$ cat config.mk
export PLATFORM = sky130hd
export DESIGN_NAME = wq2_rptr_status
export DESIGN_NICKNAME = d
export VERILOG_FILES = /design/src/rtl/wq2_rptr_status_pkg.sv /design/src/rtl/wq2_rptr_status_sync_ff_chain.sv /design/src/rtl/wq2_rptr_status.sv
export SDC_FILE = /design/constraint.sdc
export NUM_CORES = 1
export LEC_CHECK = 0
export CELL_PAD_IN_SITES_DETAIL_PLACEMENT = 0
export CELL_PAD_IN_SITES_GLOBAL_PLACEMENT = 1
export CORE_MARGIN = 3
export CORE_UTILIZATION = 33
export CTS_CLUSTER_DIAMETER = 80
export DETAILED_ROUTE_END_ITERATION = 6
export PLACE_DENSITY_LB_ADDON = 0.3
export SKIP_CTS_REPAIR_TIMING = 1
export SLEW_MARGIN = 20
export SYNTH_ARGS = -nofsm -noshare
export SYNTH_HDL_FRONTEND = slang
export SYNTH_HIERARCHICAL = 1
export SYNTH_SLANG_ARGS = --single-unit
$ cat constraint.sdc
create_clock -name wclk -period 1.95 [get_ports wclk]
set_input_delay 0.195 -clock wclk [delete_from_list [all_inputs] [get_ports wclk]]
set_output_delay 0.195 -clock wclk [all_outputs]
set_load 0.02 [all_outputs]
$ cat src/rtl/wq2_rptr_status_pkg.sv
// Shared async-FIFO package: pointer type, Gray/binary conversions and the
// default almost-full threshold for the write-side status block.
package wq2_rptr_status_pkg;

  localparam int FIFO_ADDR        = 4;
  localparam int AFULL_THRESH_DEF = (1 << FIFO_ADDR) - 2;

  typedef logic [FIFO_ADDR:0] ptr_t;

  // Width-generic: callers zero-extend into 32 bits and cast the result back.
  function automatic logic [31:0] gray2bin(input logic [31:0] g);
    logic [31:0] b;
    b[31] = g[31];
    for (int i = 30; i >= 0; i--) begin
      b[i] = b[i+1] ^ g[i];
    end
    return b;
  endfunction

  function automatic logic [31:0] bin2gray(input logic [31:0] b);
    return b ^ (b >> 1);
  endfunction

endpackage

$ cat src/rtl/wq2_rptr_status_sync_ff_chain.sv
// Width-generic multi-flop synchronizer; plain flop chain with no logic
// between stages. Shared by both FIFO clock domains.
module sync_ff_chain #(
  parameter int WIDTH  = 5,
  parameter int STAGES = 2
) (
  input  logic             clk,
  input  logic             rst_n,
  input  logic [WIDTH-1:0] i_d,
  output logic [WIDTH-1:0] o_q
);

  logic [WIDTH-1:0] r_stage [STAGES];

  always_ff @(posedge clk or negedge rst_n) begin
    if (!rst_n) begin
      for (int i = 0; i < STAGES; i++) r_stage[i] <= '0;
    end else begin
      r_stage[0] <= i_d;
      for (int i = 1; i < STAGES; i++) r_stage[i] <= r_stage[i-1];
    end
  end

  assign o_q = r_stage[STAGES-1];

endmodule

$ cat src/rtl/wq2_rptr_status.sv
// Write-domain read-pointer receiver: syncs the Gray read pointer, converts it
// to binary and registers fill level / almost-full. Optional WQ2_RPTR_LEVEL_CHECK_EN.
module wq2_rptr_status
  import wq2_rptr_status_pkg::*;
#(
  parameter int ADDR         = FIFO_ADDR,
  parameter int SYNC_STAGES  = 2,
  parameter int AFULL_THRESH = AFULL_THRESH_DEF
) (
  input  logic          wclk,
  input  logic          wrst_n,
  input  logic [ADDR:0] rptr,
  input  logic [ADDR:0] wbin,
  output logic [ADDR:0] wq2_rptr,
  output logic [ADDR:0] wq2_rbin,
  output logic [ADDR:0] wlevel,
  output logic          walmost_full,
  output logic          werr
);

  localparam logic [ADDR:0] LVL_FULL  = {1'b1, {ADDR{1'b0}}};
  localparam logic [ADDR:0] LVL_THR   = (ADDR+1)'(AFULL_THRESH);

  logic [ADDR:0] w_q2_rptr;
  logic [ADDR:0] w_rbin_nxt;
  logic [ADDR:0] w_diff;
  logic          w_diff_bad;
  logic [ADDR:0] w_level_nxt;
  logic          w_afull_nxt;

  logic [ADDR:0] r_rbin;
  logic [ADDR:0] r_level;
  logic          r_afull;

  sync_ff_chain #(
    .WIDTH  (ADDR+1),
    .STAGES (SYNC_STAGES)
  ) u_sync (
    .clk   (wclk),
    .rst_n (wrst_n),
    .i_d   (rptr),
    .o_q   (w_q2_rptr)
  );

  assign w_rbin_nxt = (ADDR+1)'(gray2bin(32'(w_q2_rptr)));

  // Modular subtraction; a wrapped pointer pair lands exactly on LVL_FULL.
  assign w_diff      = wbin - r_rbin;
  assign w_diff_bad  = (w_diff > LVL_FULL);
  assign w_level_nxt = w_diff_bad ? LVL_FULL : w_diff;
  assign w_afull_nxt = (w_level_nxt >= LVL_THR);

  always_ff @(posedge wclk or negedge wrst_n) begin
    if (!wrst_n) begin
      r_rbin  <= '0;
      r_level <= '0;
      r_afull <= 1'b0;
    end else begin
      r_rbin  <= w_rbin_nxt;
      r_level <= w_level_nxt;
      r_afull <= w_afull_nxt;
    end
  end

`ifdef WQ2_RPTR_LEVEL_CHECK_EN
  logic r_err;

  always_ff @(posedge wclk or negedge wrst_n) begin
    if (!wrst_n) r_err <= 1'b0;
    else if (w_diff_bad) r_err <= 1'b1;
  end

  assign werr = r_err;
`else
  assign werr = 1'b0;
`endif

  assign wq2_rptr     = w_q2_rptr;
  assign wq2_rbin     = r_rbin;
  assign wlevel       = r_level;
  assign walmost_full = r_afull;

endmodule
Word level (Yosys, flattened, before mapping). Cells that the tools add are included.

Add/sub/neg operators: 1. Multiplexer cells: 1. Magnitude comparators: 2. Bitwise logic cells: 4.

Operators with widths (number): 5-bit by 4-bit greater-or-equal comparator with 1-bit output, second input constant (1); 5-bit > comparator, second input constant (1); 5-bit 2-to-1 mux (1); 5-bit subtractor (1); 1-bit bitwise XOR (4).

Input bits: 12. Word-level logic and storage cells: 13. Bits in registers: 21. Output and inout port bits: 17.

Logic depth before layout (Yosys ltp).
Depth after elaboration: 4. Depth in mapped cells: 7. Depth with buffers taken out: 7.

By module. Netlist, hierarchy kept.

Modules (own cells, without submodules): wq2_rptr_status (cells each 43, instances 1, seq. area each 275.3 µm², area each 508.0 µm²); sync_ff_chain (cells each 15, instances 1, seq. area each 250.2 µm², area each 287.8 µm²).

Worst setup path after synthesis. Ideal clock, no wire load.

Path kind: reg-to-reg. From: register r_rbin[0], in the netlist wq2_rbin[0]. To: register r_afull, in the netlist walmost_full. Path buffers: 0. Slack: 170 ps. Cell stages (with the launch flop): 7. Setup time: 78 ps. Data arrival time: 1702 ps. Data required time: 1872 ps. Period minus slack after synthesis: 1780 ps. Cells stage by stage: dfrtp_1 -> ha_1 -> fa_1 -> nand2b_1 -> a21oi_1 -> xnor2_1 -> o21bai_1.

Cells in the longest elaborated chain, start to end: 4.

RTL lines: start: declaration (line wq2_rptr_status.sv:31) `logic [ADDR:0] r_rbin;`; start signal: assignment (line wq2_rptr_status.sv:59) `r_rbin <= w_rbin_nxt;`; 5-bit subtractor * (line wq2_rptr_status.sv:48) `assign w_diff = wbin - r_rbin;`; 5-bit > comparator (line wq2_rptr_status.sv:49) `assign w_diff_bad = (w_diff > LVL_FULL);`; 5-bit 2-to-1 mux * (line wq2_rptr_status.sv:50) `assign w_level_nxt = w_diff_bad ? LVL_FULL : w_diff;`; via w_level_nxt[4] (line wq2_rptr_status.sv:28) `logic [ADDR:0] w_level_nxt;`; 5-bit by 4-bit greater-or-equal comparator with 1-bit output * (line wq2_rptr_status.sv:51) `assign w_afull_nxt = (w_level_nxt >= LVL_THR);`; via w_afull_nxt (line wq2_rptr_status.sv:29) `logic w_afull_nxt;`; end signal: assignment (line wq2_rptr_status.sv:61) `r_afull <= w_afull_nxt;`; end: declaration (line wq2_rptr_status.sv:33) `logic r_afull;`.

The timed path passes the listed nets; every way through them passes the cells marked *.

Worst setup path in the final report.
From: input port wbin[0]. To: register r_afull, in the netlist walmost_full.

Cells in the longest elaborated chain, start to end: 4.

RTL lines: start: declaration (line wq2_rptr_status.sv:13) `input logic [ADDR:0] wbin,`; 5-bit subtractor * (line wq2_rptr_status.sv:48); 5-bit > comparator (line wq2_rptr_status.sv:49); 5-bit 2-to-1 mux * (line wq2_rptr_status.sv:50); via w_level_nxt[4] (line wq2_rptr_status.sv:28); 5-bit by 4-bit greater-or-equal comparator with 1-bit output * (line wq2_rptr_status.sv:51); via w_afull_nxt (line wq2_rptr_status.sv:29).

Marked as above.

==> impl_metrics.ini <==
[synth]
yosys.area.top_type = dfrtp_1
synthSimpleGateAreaFrac_pct = 5.19
synth-seq-cells = 21
muxShareOfSynthArea_pct = 0
syn_area_sq_um = 796
synthAdderAreaFrac_pct = 8.81
synth_top_family_by_area = adder cells
synth_top_area_share_pct = 66.0
synth_area_leaders = dfrtp_1 66%, xor2_1 7.7%, ha_1 6.3%
async_flop_share_pct = 100
yosysSeqAreaShare_pct = 66.0
postSynthCellCount = 58
syn_area_per_cell_sq_um = 13.7
ys.warnings.count = 6
synth-compound-area-share_pct = 2.67
yosys-top-cells-count = 21 x dfrtp_1, 7 x xor2_1, 6 x buf_4, 6 x nor2_1, 5 x inv_1
synthDistinctLibCells = 15
synth-edff-count = 0
syn_nets = 75
synth_flop_cell = dfrtp_1
synth_xor_area_share_pct = 8.81
yosysMostFrequentCell = dfrtp_1

[grt]
grt_max_degree = 22
overflow = 0
grt_pass1_vias = 523
antenna_found_initial = 0
grt_pass1_wl_mm = 1.95
track_usage_pct = 9.52

[clock_network]
htreeDepth = 1
cts_tree = built
clkLatencyLatePin_ns = 0.29
clock_path_buffers = 2
cts-root-buf = clkbuf_4
cts_made_buffers = 3
cts_sinks = 21
clk_transition_reported_paths_ns = 0.11

[sta]
slew_violations = 0
final.period_utilization_pct = 91.4
worst_slack_ns = 0.168
fin_crit_ns = 1.78
fmax_mhz = 561
setup_viol = 0
rsz0062_at_grt = no
finClkSkew_ns = 0.00234
whs_ns = 0.229
hold_viol_final = 0

[layout]
areaGrowthSynthToFinish_pct = 37.9
finalCoreUtilization_pct = 48.7
design_area_sq_um = 1100
drive_above_1_share_pct = 7.06
nFillCells = 217
layoutNonFillerInstCount = 113
nets = 103
num_antenna_cells = 0

[pwr]
clkPwrFrac_pct = 17.8
peakVddDrop_v = 0.000612
p_leak_nw = 0.504
p_comb_share_pct = 35.0
seqPwrFrac_pct = 47.2
switchingPower_mw = 0.342
switching_share_pct = 30.3
p_int_mw = 0.786
pwr_density_cell_nw_per_um2 = 1030

[placement]
dp_cells = 109
place_hpwl_um = 910
dp_slack_ns = -0.150
place_congestion = 0.743
numPortBuffers = 27
dpl-instance-area_sq_um = 1070

[setup_path]
crit_cells = 8
cp.required_ns = 2.18
critical_path.top_delay_family = adder cells
cp_num_buf_inv = 2
critPathLaunchType = input port
cpMaxStageDelayCell = clkdlybuf4s50_1
max_stage_delay_ns = 0.45
reg2reg_to = walmost_full$_DFF_PN0_
r2r_start = wq2_rbin[0]$_DFF_PN0_
end_kind = flip-flop
arrival_ns = 2.01
rr_worst_depth = 6
cp_cell_sequence = clkdlybuf4s50_1, inv_1, ha_1, fa_1, nand2b_1, a21oi_1, xnor2_1, o21bai_1
path_class = in2reg
r2r_slack_ns = 0.17
worstPathMaxFanout = 6

[routing]
num_vias = 471
drcViolationCount = 0
routedWlPerCell_um = 10.2
vias_per_cell = 4.17
dr.first_iter.drc_count = 3
routed_wl_mm = 1.15
first_pass_iters = 2
ant_nets = 0

[floorplanning]
die_w_um = 55.1
die_area_sq_um = 3040
core_area_sq_um = 2250
start_util_pct = 35.3
fp-row-count = 17
io-pin-count = 29
die_y_um = 55.1

[run]
maxCapViolations = 0

[hold_path]
hold_path_class = in2async

[run_status]
status = complete, no violations
layout by cell type (no fill, tap or decap):
cell type / count
fa_1: 1
a221oi_1: 1
nor2b_1: 1
clkbuf_4: 3
a21oi_1: 1
o21bai_1: 1
conb_1: 1
nor2_1: 6
buf_4: 2
xor2_1: 7
clkdlybuf4s50_1: 27
ha_1: 4
inv_1: 5
or2_2: 1
clkbuf_1: 1
nand2b_1: 1
xnor2_1: 1
dfrtp_1: 21
layout make-up:
class,count,area (sq um),area share (%)
clock buffers,4,26.3,2.39
inverters,5,18.8,1.71
multi-input cells,26,206,18.8
flip-flops and latches,21,526,47.9
well taps,28,35.0,3.19
repair buffers,29,285,26.0
state kept, by name (all words and copies together) (netlist names):
name / count
u_sync/o_q: 5
wlevel: 5
walmost_full: 1
wq2_rbin: 5
u_sync/r_stage: 5
worst max-delay path by stage:
stage                                      from                endpoint  slack (ns)
final                                   wbin[0]  walmost_full$_DFF_PN0_        0.17
after CTS                 wq2_rbin[0]$_DFF_PN0_  walmost_full$_DFF_PN0_        0.16
after floorplan           wq2_rbin[0]$_DFF_PN0_  walmost_full$_DFF_PN0_        0.17
after detailed placement                wbin[0]  walmost_full$_DFF_PN0_       -0.15
after global routing      wq2_rbin[0]$_DFF_PN0_  walmost_full$_DFF_PN0_        0.05
after global placement                  wbin[0]  walmost_full$_DFF_PN0_       -0.09
power groups by stage:
| stage | logic (mW) | clock network (mW) | registers [mW] |
|---|---|---|---|
| after floorplan | 0.133 | 0 | 0.621 |
| after global placement | 0.400 | 0 | 0.541 |
| after detailed placement | 0.401 | 0 | 0.544 |
| after CTS | 0.402 | 0.211 | 0.535 |
| after global routing | 0.429 | 0.230 | 0.539 |
| final | 0.394 | 0.201 | 0.532 |
cell families after synthesis:
family / count (synthesis)
DFF: 21
AOI/OAI and AO/OA: 3
xor gates and xnor gates: 8
and+or+nand+nor: 9
adders and majority gates: 5
buffers and inverters: 11
other: 1
per-stage QoR:
step | power [mW] | setup TNS [ns]
3_5_place_dp | 0.944 | -0.678
6_report | 1.13 | 0
3_3_place_gp | 0.941 | -0.424
4_1_cts | 1.15 | 0
2_1_floorplan | 0.755 | 0
5_1_grt | 1.20 | 0
routing by layer:
layer	GRT usage, %	share of wire, %
met1	8.84	36
met2	17.1	55
met3	3.75	9.3
met4	6.07	0
met5	0	0
worst register-to-register path, stage by stage, from the launching register on:
cell and delay (ns):
dfrtp_1 0.39, ha_1 0.21, fa_1 0.39, nand2b_1 0.16
a21oi_1 0.16, xnor2_1 0.24, o21bai_1 0.17
(Power assumes the default switching activity.)
